<file path="src/rtl/spi_arbiter_if.sv">
// spi_arbiter_if: requester handshake and SPI-master signals around the arbiter
interface spi_arbiter_if #(parameter int DATA_W = 8);
  logic req0, req1;
  logic [DATA_W-1:0] tx0, tx1;
  logic ack0, ack1;
  logic [DATA_W-1:0] rx_data;
  logic err, busy, spi_start;
  logic [DATA_W-1:0] spi_tx;
  logic spi_sel, spi_done;
  logic [DATA_W-1:0] spi_rx;
  modport slave (
    input  req0, req1, tx0, tx1, spi_done, spi_rx,
    output ack0, ack1, rx_data, err, busy, spi_start, spi_tx, spi_sel
  );
  modport master (
    output req0, req1, tx0, tx1, spi_done, spi_rx,
    input  ack0, ack1, rx_data, err, busy, spi_start, spi_tx, spi_sel
  );
endinterface

</file>
<file path="src/rtl/spi_arbiter.sv">
// spi_arbiter: round-robin arbiter sharing one SPI master between two requesters, with WAIT timeout
module spi_arbiter #(
  parameter int DATA_W = 8,
  parameter int TIMEOUT = 64
) (
  input logic global_clk,
  input logic reset,
  spi_arbiter_if.slave bus
);
  localparam int CW = $clog2(TIMEOUT);
  typedef enum logic [1:0] {IDLE, START, WAIT, DONE} state_t;
  state_t st, nx;
  logic [CW-1:0] cnt;
  logic last, pend, sel, gnt, tmo;
  logic [DATA_W-1:0] tx_q, rx_q;
  assign gnt = (bus.req0 && bus.req1) ? !last : bus.req1;
  assign tmo = cnt == CW'(TIMEOUT - 1);
  always_comb begin
    nx = st;
    case (st)
      IDLE:    nx = (bus.req0 || bus.req1) ? START : IDLE;
      START:   nx = WAIT;
      WAIT:    nx = (bus.spi_done || tmo) ? DONE : WAIT;
      default: nx = IDLE;
    endcase
  end
  always_ff @(posedge global_clk) begin
    if (!reset) begin
      st <= IDLE;
      cnt <= '0;
      last <= 1'b1;
      pend <= 1'b0;
      sel <= 1'b0;
      tx_q <= '0;
      rx_q <= '0;
    end else begin
      st <= nx;
      if (st == IDLE && nx == START) begin
        last <= gnt;
        sel <= gnt;
        tx_q <= gnt ? bus.tx1 : bus.tx0;
      end
      if (st == START) cnt <= '0;
      // a late spi_done on the final WAIT cycle still counts as success
      if (st == WAIT) begin
        if (bus.spi_done) begin
          rx_q <= bus.spi_rx;
          pend <= 1'b0;
        end else if (tmo) begin
          rx_q <= '0;
          pend <= 1'b1;
        end else cnt <= cnt + 1'b1;
      end
    end
  end
  assign bus.busy = reset && st != IDLE;
  assign bus.spi_start = reset && st == START;
  assign bus.ack0 = reset && st == DONE && !sel;
  assign bus.ack1 = reset && st == DONE && sel;
  assign bus.err = reset && st == DONE && pend;
  assign bus.spi_tx = tx_q;
  assign bus.spi_sel = sel;
  assign bus.rx_data = rx_q;
endmodule

</file>
<file path="src/flat_wrapper.sv">
// flat-port wrapper written by rule: the top's interface ports become plain ports
module spi_arbiter_flat 
#(
  parameter int DATA_W = 8,
  parameter int TIMEOUT = 64
)
  (global_clk, reset, bus_req0, bus_req1, bus_tx0, bus_tx1, bus_spi_done, bus_spi_rx, bus_ack0, bus_ack1, bus_rx_data, bus_err, bus_busy, bus_spi_start, bus_spi_tx, bus_spi_sel);
  spi_arbiter_if #(.DATA_W(DATA_W)) bus_i ();
  input logic global_clk;
  input logic reset;
  input wire logic [$bits(bus_i.req0)-1:0] bus_req0;
  input wire logic [$bits(bus_i.req1)-1:0] bus_req1;
  input wire logic [$bits(bus_i.tx0)-1:0] bus_tx0;
  input wire logic [$bits(bus_i.tx1)-1:0] bus_tx1;
  input wire logic [$bits(bus_i.spi_done)-1:0] bus_spi_done;
  input wire logic [$bits(bus_i.spi_rx)-1:0] bus_spi_rx;
  output wire logic [$bits(bus_i.ack0)-1:0] bus_ack0;
  output wire logic [$bits(bus_i.ack1)-1:0] bus_ack1;
  output wire logic [$bits(bus_i.rx_data)-1:0] bus_rx_data;
  output wire logic [$bits(bus_i.err)-1:0] bus_err;
  output wire logic [$bits(bus_i.busy)-1:0] bus_busy;
  output wire logic [$bits(bus_i.spi_start)-1:0] bus_spi_start;
  output wire logic [$bits(bus_i.spi_tx)-1:0] bus_spi_tx;
  output wire logic [$bits(bus_i.spi_sel)-1:0] bus_spi_sel;
  assign bus_i.req0 = bus_req0;
  assign bus_i.req1 = bus_req1;
  assign bus_i.tx0 = bus_tx0;
  assign bus_i.tx1 = bus_tx1;
  assign bus_i.spi_done = bus_spi_done;
  assign bus_i.spi_rx = bus_spi_rx;
  assign bus_ack0 = bus_i.ack0;
  assign bus_ack1 = bus_i.ack1;
  assign bus_rx_data = bus_i.rx_data;
  assign bus_err = bus_i.err;
  assign bus_busy = bus_i.busy;
  assign bus_spi_start = bus_i.spi_start;
  assign bus_spi_tx = bus_i.spi_tx;
  assign bus_spi_sel = bus_i.spi_sel;
  spi_arbiter #(.DATA_W(DATA_W), .TIMEOUT(TIMEOUT)) u_core (.global_clk(global_clk), .reset(reset), .bus(bus_i));
endmodule
</file>
<file path="config.mk">
export PLATFORM = sky130hd
export DESIGN_NAME = spi_arbiter_flat
export DESIGN_NICKNAME = d
export VERILOG_FILES = /design/src/rtl/spi_arbiter_if.sv /design/src/rtl/spi_arbiter.sv /design/src/flat_wrapper.sv
export SDC_FILE = /design/constraint.sdc
export NUM_CORES = 1
export LEC_CHECK = 0
export BUFFER_PORTS_ARGS = -buffer_cell sky130_fd_sc_hd__buf_2
export CORE_MARGIN = 3
export CORE_UTILIZATION = 30
export DETAILED_ROUTE_END_ITERATION = 8
export SLEW_MARGIN = 20
export SYNTH_ARGS = -nofsm -noshare
export SYNTH_HDL_FRONTEND = slang
export SYNTH_SLANG_ARGS = --single-unit
</file>
<file path="constraint.sdc">
create_clock -name global_clk -period 1.75 [get_ports global_clk]
set_input_delay 0.35 -clock global_clk [delete_from_list [all_inputs] [get_ports global_clk]]
set_output_delay 0.35 -clock global_clk [all_outputs]
set_load 0.01 [all_outputs]
</file>
# Yosys cells after proc, flatten, opt, wreduce, memory -nomap -nowiden
# Cells that the tools add are included.
dict set report totals {
  regBits 27
  in_bits 29
  output_inout_bits 22
  word_cells 42
}
dict set report op_classes {
  n_addsub 1
  eq_ne 5
  mux 13
  reduce_logical 16
}
# op n
set ops {}
lappend ops {{6-bit 2-to-1 mux} 4}
lappend ops {{8-bit 2-to-1 mux} 3}
lappend ops {{1-bit logical AND} 8}
lappend ops {{6-bit by 1-bit adder with 6-bit output, second input constant} 1}
lappend ops {{6-bit equality test, second input constant} 1}
lappend ops {{2-bit one-hot mux with 3 select lines} 1}
lappend ops {{1-bit 2-to-1 mux} 5}
lappend ops {{2-bit by 1-bit equality test with 1-bit output, second input constant} 2}
lappend ops {{2-bit equality test, second input constant} 2}
lappend ops {{2-bit nonzero test} 2}
lappend ops {{1-bit logical NOT} 2}
lappend ops {{2-bit logical NOT} 1}
lappend ops {{1-bit logical OR} 2}
lappend ops {{2-bit AND reduction} 1}

# Longest topological paths before layout
dict set report logic_depth {
  ltp_word 6
  depth_mapped 8
  ltp_nobuf 6
}

# Worst setup path after synthesis
# Ideal clock, no wire load.
dict set report synth_timing {
  path_kind {register -> register}
  start {register u_core.st[0]}
  end {register u_core.tx_q[0] (netlist: u_core.bus.spi_tx[0])}
  setup_time_ns 0.116
  arrival_time_ns 1.594
  t_required_ns 1.634
  slack_ns 0.040
  path_stages_with_launch 9
  path_buffers 3
  period_less_slack_ns 1.710
  cell_sequence {dfxtp_1 inv_1 ha_1 buf_6 o31a_1 buf_6 and2_4 buf_6 o211a_1}
}
dict set report synth_between {
  elab_chain_cells 4
  elab_cells_between_ends 6
  classes_between {eq/ne (3); mux (1); reduce/logical (2)}
}
# item line
set synth_rtl {}
lappend synth_rtl {{from (decl)} spi_arbiter.sv:12} ;# state_t st, nx;
lappend synth_rtl {{from (signal assigned)} spi_arbiter.sv:37} ;# st <= nx;
lappend synth_rtl {{2-bit equality test (tied with other cells)} spi_arbiter.sv:20} ;# case (st)
lappend synth_rtl {{2-bit one-hot mux with 3 select lines} spi_arbiter.sv:20}
lappend synth_rtl {{2-bit by 1-bit equality test with 1-bit output} spi_arbiter.sv:38} ;# if (st == IDLE && nx == START) begin
lappend synth_rtl {{1-bit logical AND *} spi_arbiter.sv:38}
lappend synth_rtl {{to (signal assigned)} spi_arbiter.sv:41} ;# tx_q <= gnt ? bus.tx1 : bus.tx0;
lappend synth_rtl {{to (decl)} spi_arbiter.sv:15} ;# logic [DATA_W-1:0] tx_q, rx_q;
# Mark *: on every way between the ends. The rest lies on a longest branch, timed or not.
# A chain may end at the register's enable or synchronous reset.

# Final worst setup path
dict set report layout_timing {
  start {register u_core.st[0]}
  end {register u_core.last}
}
dict set report layout_between {
  elab_chain_cells 4
  elab_cells_between_ends 6
  classes_between {eq/ne (3); mux (1); reduce/logical (2)}
}
# item line
set layout_rtl {}
lappend layout_rtl {{2-bit equality test (tied with other cells)} spi_arbiter.sv:20}
lappend layout_rtl {{2-bit one-hot mux with 3 select lines *} spi_arbiter.sv:20}
lappend layout_rtl {{net u_core.nx[1]} spi_arbiter.sv:12}
lappend layout_rtl {{2-bit by 1-bit equality test with 1-bit output *} spi_arbiter.sv:38}
lappend layout_rtl {{1-bit logical AND *} spi_arbiter.sv:38}
lappend layout_rtl {{to (signal assigned)} spi_arbiter.sv:39} ;# last <= gnt;
lappend layout_rtl {{to (decl)} spi_arbiter.sv:14} ;# logic last, pend, sel, gnt, tmo;
# Mark *: on every way through the listed nets, which the timed path passes. The rest lies on a longest branch.

==> impl_results.md <==
* Top_reg_cell synth: dfxtp_1
* Total track usage at around 13%
* Fin Setup TNS at 0 ns
* Clock buffer count from CTS at 3
* Crit-path max FO at 10
* Seq/Total Area, Yosys at about two fifths
* Sw power at around 0.56 mW
* Starting Density at 31.4%
* Placer congestion estimate at slightly below 0.8
* Iter 0 DRT Violations at 27
* Multi-input gate area at 778 um2
* Ys Warns at 0
* CTS clock-pin slew for the worst setup and hold paths at 0.09 ns
* Top layer in use: met4
* CTS tree: done
* Worst-skew pair later-pin latency at ~0.27 ns
* Outcome: finished, final reports clean
* Metal2 WL at roughly 1500 um
* Clk_skew at 0.00140 ns
* Via count at between 1000 and 1500
* DP Area at about 1700 um2
* Vias/cell at 4.86
* Gate power share at between 30% and 40%
* Die area at 5440 um2
* Clk root buf: clkbuf_8
* Gr ovfl total at 0
* Synth cell types at 33
* Worst EP arrival at between 1.5 and 2 ns
* Pin count of the biggest net entering global routing at 18
* Die width at approximately 74 um
* Tcrit/Tclk final at a little over nine tenths
* Layout cells sized above 1 at between 30% and 40%
* Worst vdd ir at between 0.4 and 0.5 mV
* Syn Nets at 189
* Final Hold Vio Count at 0
* Fin crit period at around 1.7 ns
* Gate Count Post-Synth at 154
* Worst rel slew slack at roughly three quarters
* Setup violators final at 0
* Met3 routed WL at around 62 um
* Worst slew pin tran at 0.350 ns
* Yosys reg bits at 27
* Post-synth EDFFs at 0
* # hold bufs at CTS at 0
* FILL cells at between 400 and 500
* Sw Share at about 32%
* Routed met1 length at between 1500 and 2000 um
* Residual DRC at 0
* Clock share of power at between 20 and 25%
* Max incr delay on CP at between 0.3 and 0.4 ns
* Static leakage at 0.879 nW
* Commonest non-fill, non-tap cell in the layout: buf_2
* Vias in the first global route at roughly 1200
* Cell Rows at 24
* Storage cell area at approximately 540 um2
* P per Cell Area at just under 1000 nW/um2
* Antenna violations before repair at 0
* Number of max-cap violations at 0
* Worst-path cell chain: inv_1, ha_1, nor3b_2, o31a_1, and2_4, o211ai_1
* Most frequent cells in the layout: 50 x buf_2, 26 x nand2_1, 25 x dfxtp_1, 12 x nand3_1, 11 x buf_4
* Port-buffer cells at 50
* Design area at about 1800 um2
* Startpoint Class: register
* HPWL after DPL at 2380 um
* WL per Instance at between 10 and 15 um
* Clock Path Buffers at 2
* Int Pwr at around 1.2 mW
* Worst Path Required at approximately 1.9 ns
* Synthesized area per cell at around 8.9 um2
* Sequential share of power at ~44%
* Final Max Tran Viols at 0
* Core outline area at ~4400 um2
* First-pass GRT wire length at between 5000 and 6000 um
* TritonCTS sink count at 27
* Post-synth ARST share at 0%
* H-tree depth at 1
* Buf/Inv on CP at 1
* Crit. End Element: register
* P&R area growth vs syn at 29.0%
* Critical path class: reg -> reg
* Hold Path Class: in -> reg
* Io pins at around 50
* NumNets Final at around 250
* DRT Pass-1 Iters at 4
* Synthesized area at ~1400 um2
* Largest delay contributor family on the critical path: simple AND/OR/NAND/NOR gates
* Detail Route Antenna Nets at 0
* DIE HEIGHT at about 74 um
* Max stage delay cell, worst path: dfxtp_2
* Fmax at between 0.5 and 0.6 GHz
* N_diodes at 0
* DRT Wirelength at 3240 um
[sequential cells by signal, indices dropped and copies added (netlist names)]
name and cells:
u_core.last 1, u_core.pend 1, u_core.bus.spi_sel 1, u_core.bus.rx_data 8, u_core.st 2, u_core.bus.spi_tx 8
u_core.cnt 6
[worst reg2reg max path, delay by kind of cell, from the launching register on]
kind	cells	cell delay [ns]
compound gates	2	0.33
fa+ha+maj	1	0.31
simple gates	2	0.49
buf+inv	1	0.07
flops	1	0.37
[power groups by stage]
stage | combinational (mW) | clock [mW] | sequential [mW]
floorplan | 0.371 | 0 | 0.810
global placement | 0.584 | 0 | 0.777
detailed placement | 0.587 | 0 | 0.779
CTS | 0.593 | 0.379 | 0.764
global route | 0.680 | 0.408 | 0.780
finish | 0.609 | 0.359 | 0.766
[worst paths after layout]
check | start | slack (ns) | endpoint | cells past startpoint
worst max-delay path | u_core.st[0] | 0.08 | u_core.last | 6
worst min-delay path | bus_spi_rx[1] | 0.32 | u_core.bus.rx_data[1] | 3
worst max register to register | u_core.st[0] | 0.08 | u_core.last | 6
worst min register to register | u_core.bus.rx_data[4] | 0.47 | u_core.bus.rx_data[4] | 2
[per-stage QoR]
stage,instances,utilization (%),hold WS (ns),worst slack [ns],power [mW]
2_1_floorplan,154,-,0.443,0.0402,1.18
3_3_place_gp,258,39.1,0.455,0.136,1.36
3_5_place_dp,258,39.1,0.457,0.0897,1.37
4_1_cts,262,40.2,0.304,0.0462,1.74
5_1_grt,263,40.5,0.310,-0.00819,1.87
6_report,263,40.5,0.318,0.0827,1.73
[metal layers]
layer  global-route usage (%)  vias to the layer above
met5                        0                        -
met4                     6.64                        0
met3                     1.37                        5
met2                     19.9                       18
met1                     17.1                      583
li1                         -                      672
[cell families (layout without fill, tap and decap cells)]
logic type,after synthesis,in the layout,synth area share (%)
AOI/OAI and AO/OA,37,37,20.8
adders and majority gates,6,6,5.45
buffers and inverters,11,68,4.72
DFF,27,27,39.2
muxes,8,8,5.81
and+or+nand+nor,65,65,24.0
[cell type report]
type                    count  share of cell area [%]
clock buffers               3                    2.32
flip-flops and latches     27                    30.6
clock inverters             1                   0.282
multi-input cells         116                    43.8
inverters                   3                   0.634
well taps                  52                    3.66
repair buffers             61                    18.7
[timing repair]
| action | in CTS | in global routing |
|---|---|---|
| gates resized for setup | 0 | 5 |
| setup buffers | 0 | 1 |
| setup endpoints to repair | 0 | 20 |
[synthesized netlist by cell type, types with 3 or more instances]
| master | instances | area (um2) |
|---|---|---|
| nor3b_1 | 4 | 30.0 |
| and3_1 | 4 | 25.0 |
| nor2_1 | 5 | 18.8 |
| nand2_1 | 26 | 97.6 |
| o21ai_0 | 4 | 20.0 |
| a21boi_0 | 3 | 22.5 |
| nor2b_1 | 3 | 18.8 |
| clkbuf_1 | 4 | 15.0 |
| o31a_1 | 3 | 26.3 |
| mux2i_1 | 8 | 80.1 |
| buf_6 | 3 | 33.8 |
| dfxtp_1 | 27 | 541 |
| o211a_1 | 8 | 80.1 |
| ha_1 | 6 | 75.1 |
| nand3_1 | 12 | 60.1 |
| a21oi_1 | 3 | 15.0 |
| o22ai_1 | 9 | 56.3 |
| inv_1 | 3 | 11.3 |
Note: power is estimated with default switching activity, not from simulation.
